## config.mk

```make
export PLATFORM = sky130hd
export DESIGN_NAME = axi_wr_sched_arbiter
export DESIGN_NICKNAME = d
export VERILOG_FILES = /design/src/rtl/axi_sched_pkg.sv /design/src/rtl/sched_idx_fifo.sv /design/src/rtl/axi_wr_sched_arbiter.sv
export SDC_FILE = /design/constraint.sdc
export NUM_CORES = 1
export LEC_CHECK = 0
export ABC_CLOCK_PERIOD_IN_PS = 1800
export CORE_UTILIZATION = 45
export DETAILED_ROUTE_END_ITERATION = 6
export GPL_TIMING_DRIVEN = 1
export PLACE_DENSITY = 0.85
export SYNTH_ARGS = -nofsm -noshare
export SYNTH_HDL_FRONTEND = slang
export SYNTH_SLANG_ARGS = --single-unit
```

## constraint.sdc

```tcl
create_clock -name BUS_CLK -period 1.8 [get_ports BUS_CLK]
set_input_delay 0.27 -clock BUS_CLK [delete_from_list [all_inputs] [get_ports BUS_CLK]]
set_output_delay 0.27 -clock BUS_CLK [all_outputs]
set_load 0.05 [all_outputs]
```

## src/rtl/axi_sched_pkg.sv

```systemverilog
// Shared types and helpers for the AXI write-path scheduler.
// Holds the FSM state enum, default widths and the round-robin pick function.
package axi_sched_pkg;

  typedef enum logic {
    IDLE  = 1'b0,
    GRANT = 1'b1
  } sched_state_e;

  localparam int unsigned M_WIDTH_DEF   = 2;
  localparam int unsigned M_ID_DEF      = 2;
  localparam int unsigned MAX_OUT_DEF   = 4;
  localparam int unsigned WEIGHT_W_DEF  = 4;
  localparam int unsigned TIMEOUT_W_DEF = 8;

  localparam int unsigned NM_DEF  = 2 ** M_WIDTH_DEF;
  localparam int unsigned IDW_DEF = M_WIDTH_DEF + M_ID_DEF;
  localparam int unsigned CW_DEF  = $clog2(MAX_OUT_DEF) + 1;

  // Widest master vector the pick function handles (M_WIDTH <= 4).
  localparam int unsigned RR_MAX = 16;
  localparam int unsigned RR_IW  = $clog2(RR_MAX);

  function automatic int unsigned id_w(
    input int unsigned mw,
    input int unsigned mi
  );
    return mw + mi;
  endfunction

  function automatic int unsigned cnt_w(input int unsigned mo);
    return $clog2(mo) + 1;
  endfunction

  // First requester strictly after ptr, wrapping modulo nm.
  // Scanning from the far end down leaves the nearest one as the result.
  function automatic int rr_first(
    input logic [RR_MAX-1:0] req,
    input int                ptr,
    input int                nm
  );
    int               win;
    int               pos;
    logic [RR_IW-1:0] idx;
    win = ptr;
    for (int k = RR_MAX; k >= 1; k--) begin
      if (k <= nm) begin
        pos = (ptr + k) & (nm - 1);
        idx = RR_IW'(pos);
        if (req[idx]) win = pos;
      end
    end
    return win;
  endfunction

endpackage

```

## src/rtl/sched_idx_fifo.sv

```systemverilog
// Synchronous FIFO of master indices, kept in AW grant order.
// Ports: clk_i/rst_ni, push_i+data_i, pop_i, head_o, full_o, empty_o.
module sched_idx_fifo #(
  parameter int unsigned W     = 2,
  parameter int unsigned DEPTH = 4
) (
  input  logic         clk_i,
  input  logic         rst_ni,
  input  logic         push_i,
  input  logic [W-1:0] data_i,
  input  logic         pop_i,
  output logic [W-1:0] head_o,
  output logic         full_o,
  output logic         empty_o
);

  localparam int unsigned AW = $clog2(DEPTH);

  logic [DEPTH-1:0][W-1:0] mem_q;
  logic [AW-1:0]           wr_q;
  logic [AW-1:0]           rd_q;
  logic [AW:0]             cnt_q;
  logic                    push_ok;
  logic                    pop_ok;

  assign full_o  = (cnt_q == (AW+1)'(DEPTH));
  assign empty_o = (cnt_q == '0);
  assign pop_ok  = pop_i & ~empty_o;
  // A pop frees the head slot in the same edge, so full+pop may push.
  assign push_ok = push_i & (~full_o | pop_ok);
  assign head_o  = empty_o ? '0 : mem_q[rd_q];

  always_ff @(posedge clk_i or negedge rst_ni) begin
    if (!rst_ni) begin
      mem_q <= '0;
      wr_q  <= '0;
      rd_q  <= '0;
      cnt_q <= '0;
    end else begin
      if (push_ok) begin
        mem_q[wr_q] <= data_i;
        wr_q        <= wr_q + AW'(1);
      end
      if (pop_ok) rd_q <= rd_q + AW'(1);
      unique case (1'b1)
        push_ok & ~pop_ok: cnt_q <= cnt_q + (AW+1)'(1);
        pop_ok & ~push_ok: cnt_q <= cnt_q - (AW+1)'(1);
        default:           cnt_q <= cnt_q;
      endcase
    end
  end

endmodule

```

## src/rtl/axi_wr_sched_arbiter.sv

```systemverilog
// Write-path scheduler: weighted RR on AW, W routing FIFO, B route decode.
// Optional watchdog on a stuck grant: define AXI_WR_SCHED_TIMEOUT_EN.
module axi_wr_sched_arbiter
  import axi_sched_pkg::*;
#(
  parameter int unsigned M_WIDTH         = M_WIDTH_DEF,
  parameter int unsigned M_ID            = M_ID_DEF,
  parameter int unsigned MAX_OUTSTANDING = MAX_OUT_DEF,
  parameter int unsigned WEIGHT_W        = WEIGHT_W_DEF,
  parameter int unsigned TIMEOUT_W       = TIMEOUT_W_DEF,
  localparam int unsigned NM  = 2 ** M_WIDTH,
  localparam int unsigned IDW = id_w(M_WIDTH, M_ID),
  localparam int unsigned CW  = cnt_w(MAX_OUTSTANDING)
) (
  input  logic                         BUS_CLK,
  input  logic                         BUS_RSTN,
  input  logic [NM-1:0]                MASTER_WR_ADDR_VALID,
  input  logic [NM-1:0][WEIGHT_W-1:0]  WEIGHT,
  input  logic                         BUS_WR_ADDR_VALID,
  input  logic                         BUS_WR_ADDR_READY,
  input  logic                         BUS_WR_DATA_VALID,
  input  logic                         BUS_WR_DATA_READY,
  input  logic                         BUS_WR_DATA_LAST,
  input  logic [IDW-1:0]               BUS_WR_BACK_ID,
  input  logic                         BUS_WR_BACK_VALID,
  input  logic                         BUS_WR_BACK_READY,
  output logic [M_WIDTH-1:0]           wr_addr_master_sel,
  output logic                         wr_addr_grant,
  output logic [M_WIDTH-1:0]           wr_data_master_sel,
  output logic                         wr_data_sel_valid,
  output logic [M_WIDTH-1:0]           wr_resp_master_sel,
  output logic [CW-1:0]                outstanding_cnt,
  output logic                         wr_timeout_err
);

  sched_state_e         state_q;
  logic [M_WIDTH-1:0]   sel_q;
  logic [M_WIDTH-1:0]   ptr_q;
  logic                 grant_q;
  logic [WEIGHT_W-1:0]  credit_q;
  logic [CW-1:0]        cnt_q;

  logic                 aw_hs;
  logic                 w_last_hs;
  logic                 b_hs;
  logic                 cnt_dec;
  logic                 can_arb;
  logic                 keep;
  logic [M_WIDTH-1:0]   rr_win;
  logic [WEIGHT_W-1:0]  rr_wt;
  logic                 tmo_hit;

  logic                 fifo_full;
  logic                 fifo_empty;
  logic [M_WIDTH-1:0]   fifo_head;

  logic                 unused_bid;

  assign aw_hs     = BUS_WR_ADDR_VALID & BUS_WR_ADDR_READY & grant_q;
  assign w_last_hs = BUS_WR_DATA_VALID & BUS_WR_DATA_READY
                   & BUS_WR_DATA_LAST & ~fifo_empty;
  assign b_hs      = BUS_WR_BACK_VALID & BUS_WR_BACK_READY;
  assign cnt_dec   = b_hs & (cnt_q != '0);

  assign can_arb = (|MASTER_WR_ADDR_VALID)
                 && (cnt_q < CW'(MAX_OUTSTANDING))
                 && !fifo_full;
  assign keep    = (credit_q != '0) && MASTER_WR_ADDR_VALID[ptr_q];
  assign rr_win  = M_WIDTH'(rr_first(RR_MAX'(MASTER_WR_ADDR_VALID),
                                     int'(ptr_q), int'(NM)));
  // A zero weight still buys one grant.
  assign rr_wt   = (WEIGHT[rr_win] == '0) ? WEIGHT_W'(1)
                                          : WEIGHT[rr_win];

`ifdef AXI_WR_SCHED_TIMEOUT_EN
  logic [TIMEOUT_W-1:0] tmo_q;
  logic                 err_q;

  assign tmo_hit        = (state_q == GRANT) && (&tmo_q) && !aw_hs;
  assign wr_timeout_err = err_q;

  // Every grant is preceded by an IDLE cycle, which zeroes the count.
  always_ff @(posedge BUS_CLK or negedge BUS_RSTN) begin
    if (!BUS_RSTN) begin
      tmo_q <= '0;
      err_q <= 1'b0;
    end else begin
      if (state_q == IDLE)  tmo_q <= '0;
      else if (!(&tmo_q))   tmo_q <= tmo_q + TIMEOUT_W'(1);
      if (tmo_hit) err_q <= 1'b1;
    end
  end
`else
  logic [TIMEOUT_W-1:0] tmo_unused;

  assign tmo_unused     = '0;
  assign tmo_hit        = 1'b0;
  assign wr_timeout_err = 1'b0;
`endif

  always_ff @(posedge BUS_CLK or negedge BUS_RSTN) begin
    if (!BUS_RSTN) begin
      state_q  <= IDLE;
      sel_q    <= '0;
      ptr_q    <= M_WIDTH'(NM - 1);
      grant_q  <= 1'b0;
      credit_q <= '0;
    end else begin
      unique case (state_q)
        IDLE: begin
          if (can_arb) begin
            if (keep) begin
              sel_q <= ptr_q;
            end else begin
              sel_q    <= rr_win;
              ptr_q    <= rr_win;
              credit_q <= rr_wt;
            end
            grant_q <= 1'b1;
            state_q <= GRANT;
          end
        end
        GRANT: begin
          if (aw_hs) begin
            grant_q  <= 1'b0;
            credit_q <= credit_q - WEIGHT_W'(1);
            state_q  <= IDLE;
          end else if (tmo_hit) begin
            grant_q  <= 1'b0;
            credit_q <= '0;
            ptr_q    <= ptr_q + M_WIDTH'(1);
            state_q  <= IDLE;
          end
        end
        default: state_q <= IDLE;
      endcase
    end
  end

  always_ff @(posedge BUS_CLK or negedge BUS_RSTN) begin
    if (!BUS_RSTN) begin
      cnt_q <= '0;
    end else begin
      unique case (1'b1)
        aw_hs & ~cnt_dec: cnt_q <= cnt_q + CW'(1);
        cnt_dec & ~aw_hs: cnt_q <= cnt_q - CW'(1);
        default:          cnt_q <= cnt_q;
      endcase
    end
  end

  sched_idx_fifo #(
    .W     (M_WIDTH),
    .DEPTH (MAX_OUTSTANDING)
  ) u_fifo (
    .clk_i   (BUS_CLK),
    .rst_ni  (BUS_RSTN),
    .push_i  (aw_hs),
    .data_i  (sel_q),
    .pop_i   (w_last_hs),
    .head_o  (fifo_head),
    .full_o  (fifo_full),
    .empty_o (fifo_empty)
  );

  assign unused_bid = ^BUS_WR_BACK_ID[M_ID-1:0];

  assign wr_addr_master_sel = sel_q;
  assign wr_addr_grant      = grant_q;
  assign wr_data_master_sel = fifo_head;
  assign wr_data_sel_valid  = ~fifo_empty;
  assign wr_resp_master_sel = BUS_WR_BACK_ID[IDW-1:M_ID];
  assign outstanding_cnt    = cnt_q;

endmodule

```

==> summary.txt <==
Synthesis
  • XOR/XNOR Fraction of Synth Area: 0.0374
  • Synth Area in Adders: 0.0614
  • Post-Syn Nets: 220
  • Ys flop type: dfrtp_1
  • Yosys warning count: 0
  • Number of synthesized flops with an enable pin: 0
  • Cell count after synthesis: 179
  • Avg Inst Size Synth: 10.5 um2
  • Simple-gate share of the synthesized area: 0.176
  • Synth unique cells: 59
  • FFs w/ async S/R, synth: 1.00
  • Area of the mapped netlist: 1870 um2
  • Flops & latches, synth: 28
  • Seq/Total Area, Yosys: 0.375
  • Largest family of logic cells by synthesized area: simple AND/OR/NAND/NOR gates
  • Post-synthesis mux area share: 0.132
  • Complex-gate fraction of the synthesized area: 0.162

Critical path
  • Worst-path maximum fanout: 7
  • Worst Path Buf+Inv: 1
  • Setup crit start kind: register
  • Worst Setup End Kind: register
  • Worst r2r dst: credit_q[2]$_DFFE_PN0P_
  • Arr. time, crit path: 2.23 ns
  • R2R depth: 7
  • Critical Path RT: 1.96 ns
  • Max incr delay on CP: 0.62 ns
  • Crit Path Category: register to register
  • Worst R2R Start: ptr_q[1]$_DFFE_PN1P_
  • Flop-to-flop setup slack: -0.26 ns
  • Slowest stage cell, crit path: dfstp_2
  • CP delay by family, top: flip-flops
  • Worst-path cell chain: buf_6 > mux2i_4 > or2_4 > nand3_4 > a211oi_4 > nor3_2 > a221o_1

Clocking
  • H-tree depth: 1
  • Cts hold-fix bufs: 0
  • TritonCTS clock tree: yes
  • Clock root buffer: clkbuf_8
  • Total CTS buffers: 3
  • Max clock buf depth: 2
  • Clock Sinks: 28
  • Reg clk slew, reported paths: 0.10 ns
  • Worst-skew pair later-pin latency: 0.28 ns

Timing
  • Maximum clock frequency: 485 MHz
  • Final Setup Violations: 6
  • Min Tclk post-route: 2.06 ns
  • Setup Skew: 0.00300 ns
  • RSZ-0062 raised after global routing: yes
  • Slew Viols, Final: 0
  • Fin worst setup slack: -0.263 ns
  • Final Hold Viols: 0
  • Tcrit/Tclk final: 1.15

Placement
  • HPWL after DPL: 3.51 mm
  • PortBufs: 37
  • Pre-CTS WS: -0.466 ns
  • Post-Place Cells: 292
  • Routability cong.: 0.822
  • Dpl cell area: 2550 um2

Power
  • Power, Total: 4860 uW
  • Worst VDD drop: 0.00106 V
  • Leakage: 0.00124 uW
  • PD cells: 1730 nW/um2

Route
  • Detail-routed via count per cell: 5.42
  • Vias: 1647
  • Routed WL: 5.06 mm
  • Final ANT Viol Nets: 0
  • Starting DRC count in detailed routing: 110
  • Residual DRC count: 0
  • DRT Pass-1 Iters: 4
  • WL/cell: 16.7 um

Floorplanning
  • Die area: 4430 um2
  • Die Span X: 66.5 um
  • I/O pin cnt: 45
  • Core area: 4000 um2
  • Rows: 23
  • Initial Utilization: 0.469
  • Die Ht: 66.5 um

Global routing
  • Initial antenna violation count: 0
  • First-pass GRT wire length: 7.51 mm
  • GRT Total Usage: 0.229
  • Largest net degree at the start of global routing: 29
  • Vias in the first global route: 1619
  • Gr ovfl total: 0

Run status
  • Status: finished with violations
  • Failing checks: negative setup slack

Run
  • Max_cap viols: 0

Finish
  • Fill cell count: 267
  • Ant. Diodes: 0
  • Layout cells sized above 1: 0.441
  • Final Non-Filler Cells: 304
  • Final instance area: 2800 um2
  • Final #Nets: 296
  • Area Overhead vs Synth: 49.6%

Min path
  • Hold crit path type: primary input to async pin
routing by layer:
layer	up-vias	wire, um	GRT usage
li1	791	-	-
met1	810	2240	0.296
met2	38	2650	0.401
met3	8	101	0.0240
met4	0	69	0.0718
met5	-	0	0
layout make-up:
type,count,area (um2),area share
multi-input cells,131,1210,0.432
repair buffers,79,717,0.256
inverters,12,47.5,0.0170
well taps,50,62.6,0.0223
flip-flops and latches,28,709,0.253
clock buffers,4,55.1,0.0196
per-stage QoR:
stage | TNS (ns) | hold slack, ns | utilization
floorplan | -0.258 | -0.0256 | -
global placement | -4.49 | 0.477 | 0.637
detailed placement | -5.46 | 0.489 | 0.637
CTS | -1.04 | 0.370 | 0.664
global route | -1.74 | 0.393 | 0.701
finish | -1.17 | 0.356 | 0.701
cells in the mapped netlist (all sizes together) (3+ instances only):
cell type / number / area (um2)
inv: 12 / 45.0
a21oi: 8 / 47.6
a21o: 4 / 31.3
o31ai: 5 / 51.3
mux2i: 7 / 73.8
mux4: 3 / 71.3
mux2: 9 / 101
xor2: 3 / 26.3
dfrtp: 26 / 651
nor4: 3 / 18.8
buf: 6 / 50.0
xnor2: 5 / 43.8
ha: 6 / 75.1
o21ai: 6 / 30.0
nor2: 8 / 46.3
nand2: 18 / 67.6
nor3b: 5 / 42.5
how the worst max path moves through the flow:
stage / start / cells after the start / endpoint / slack, ns
3_5_place_dp: MASTER_WR_ADDR_VALID[3] / 7 / credit_q[2]$_DFFE_PN0P_ / -0.47
2_1_floorplan: ptr_q[0]$_DFFE_PN1P_ / 7 / credit_q[2]$_DFFE_PN0P_ / -0.08
4_1_cts: ptr_q[1]$_DFFE_PN1P_ / 7 / credit_q[1]$_DFFE_PN0P_ / -0.18
3_3_place_gp: MASTER_WR_ADDR_VALID[3] / 7 / credit_q[2]$_DFFE_PN0P_ / -0.41
6_report: ptr_q[1]$_DFFE_PN1P_ / 7 / credit_q[2]$_DFFE_PN0P_ / -0.26
5_1_grt: ptr_q[1]$_DFFE_PN1P_ / 7 / credit_q[2]$_DFFE_PN0P_ / -0.34
cell families (layout without fill, tap and decap cells):
kind of cell / count (synthesis) / in the layout
adders and majority gates: 8 / 8
xor gates and xnor gates: 8 / 8
AOI/OAI and AO/OA: 39 / 39
DFF: 28 / 28
other: 1 / 1
muxes: 19 / 19
and+or+nand+nor: 56 / 56
buffers and inverters: 20 / 95
what timing repair did:
action | 4_1_cts | 5_1_grt
pin swaps | 3 | 15
hold endpoints to repair | 0 | 0
buffers inserted | 4 | 4
endpoints found under the setup margin | 10 | 13
gates resized for setup | 12 | 26
registers in the layout, indices dropped and copies added (netlist names):
signal and flops:
u_fifo.mem_q 8, credit_q 4, outstanding_cnt 3, u_fifo.cnt_q 3, ptr_q 2, u_fifo.rd_q 2
u_fifo.wr_q 2, wr_addr_master_sel 2, state_q 1, wr_addr_grant 1
report_power, final:
part / switching (uW) / internal, uW
Sequential: 307 / 962
Clock: 200 / 196
Combinational: 1590 / 1600
layout by cell type (no fill, tap or decap), types with 2 or more instances in the layout:
cell / n
or3_4: 2
ha_1: 5
inv_1: 11
nand2b_1: 2
nor2_4: 2
dfrtp_1: 21
a21oi_1: 3
nand4_1: 2
mux4_2: 3
buf_4: 40
a31oi_1: 2
nor3b_1: 2
and2_4: 2
nor2_1: 4
fa_2: 2
dfrtp_2: 5
o31ai_1: 4
nand2_1: 18
o31a_1: 2
clkdlybuf4s50_1: 29
dfstp_2: 2
mux2i_1: 5
o21ai_0: 2
nor4_1: 3
o21ai_1: 3
a221o_1: 2
a21o_1: 3
nor3b_2: 3
a21oi_2: 4
buf_8: 2
clkbuf_8: 4
a21boi_1: 2
buf_6: 6
xnor2_1: 5
mux2_2: 9
xor2_1: 3
No activity file was read; power rests on OpenSTA's default activity.
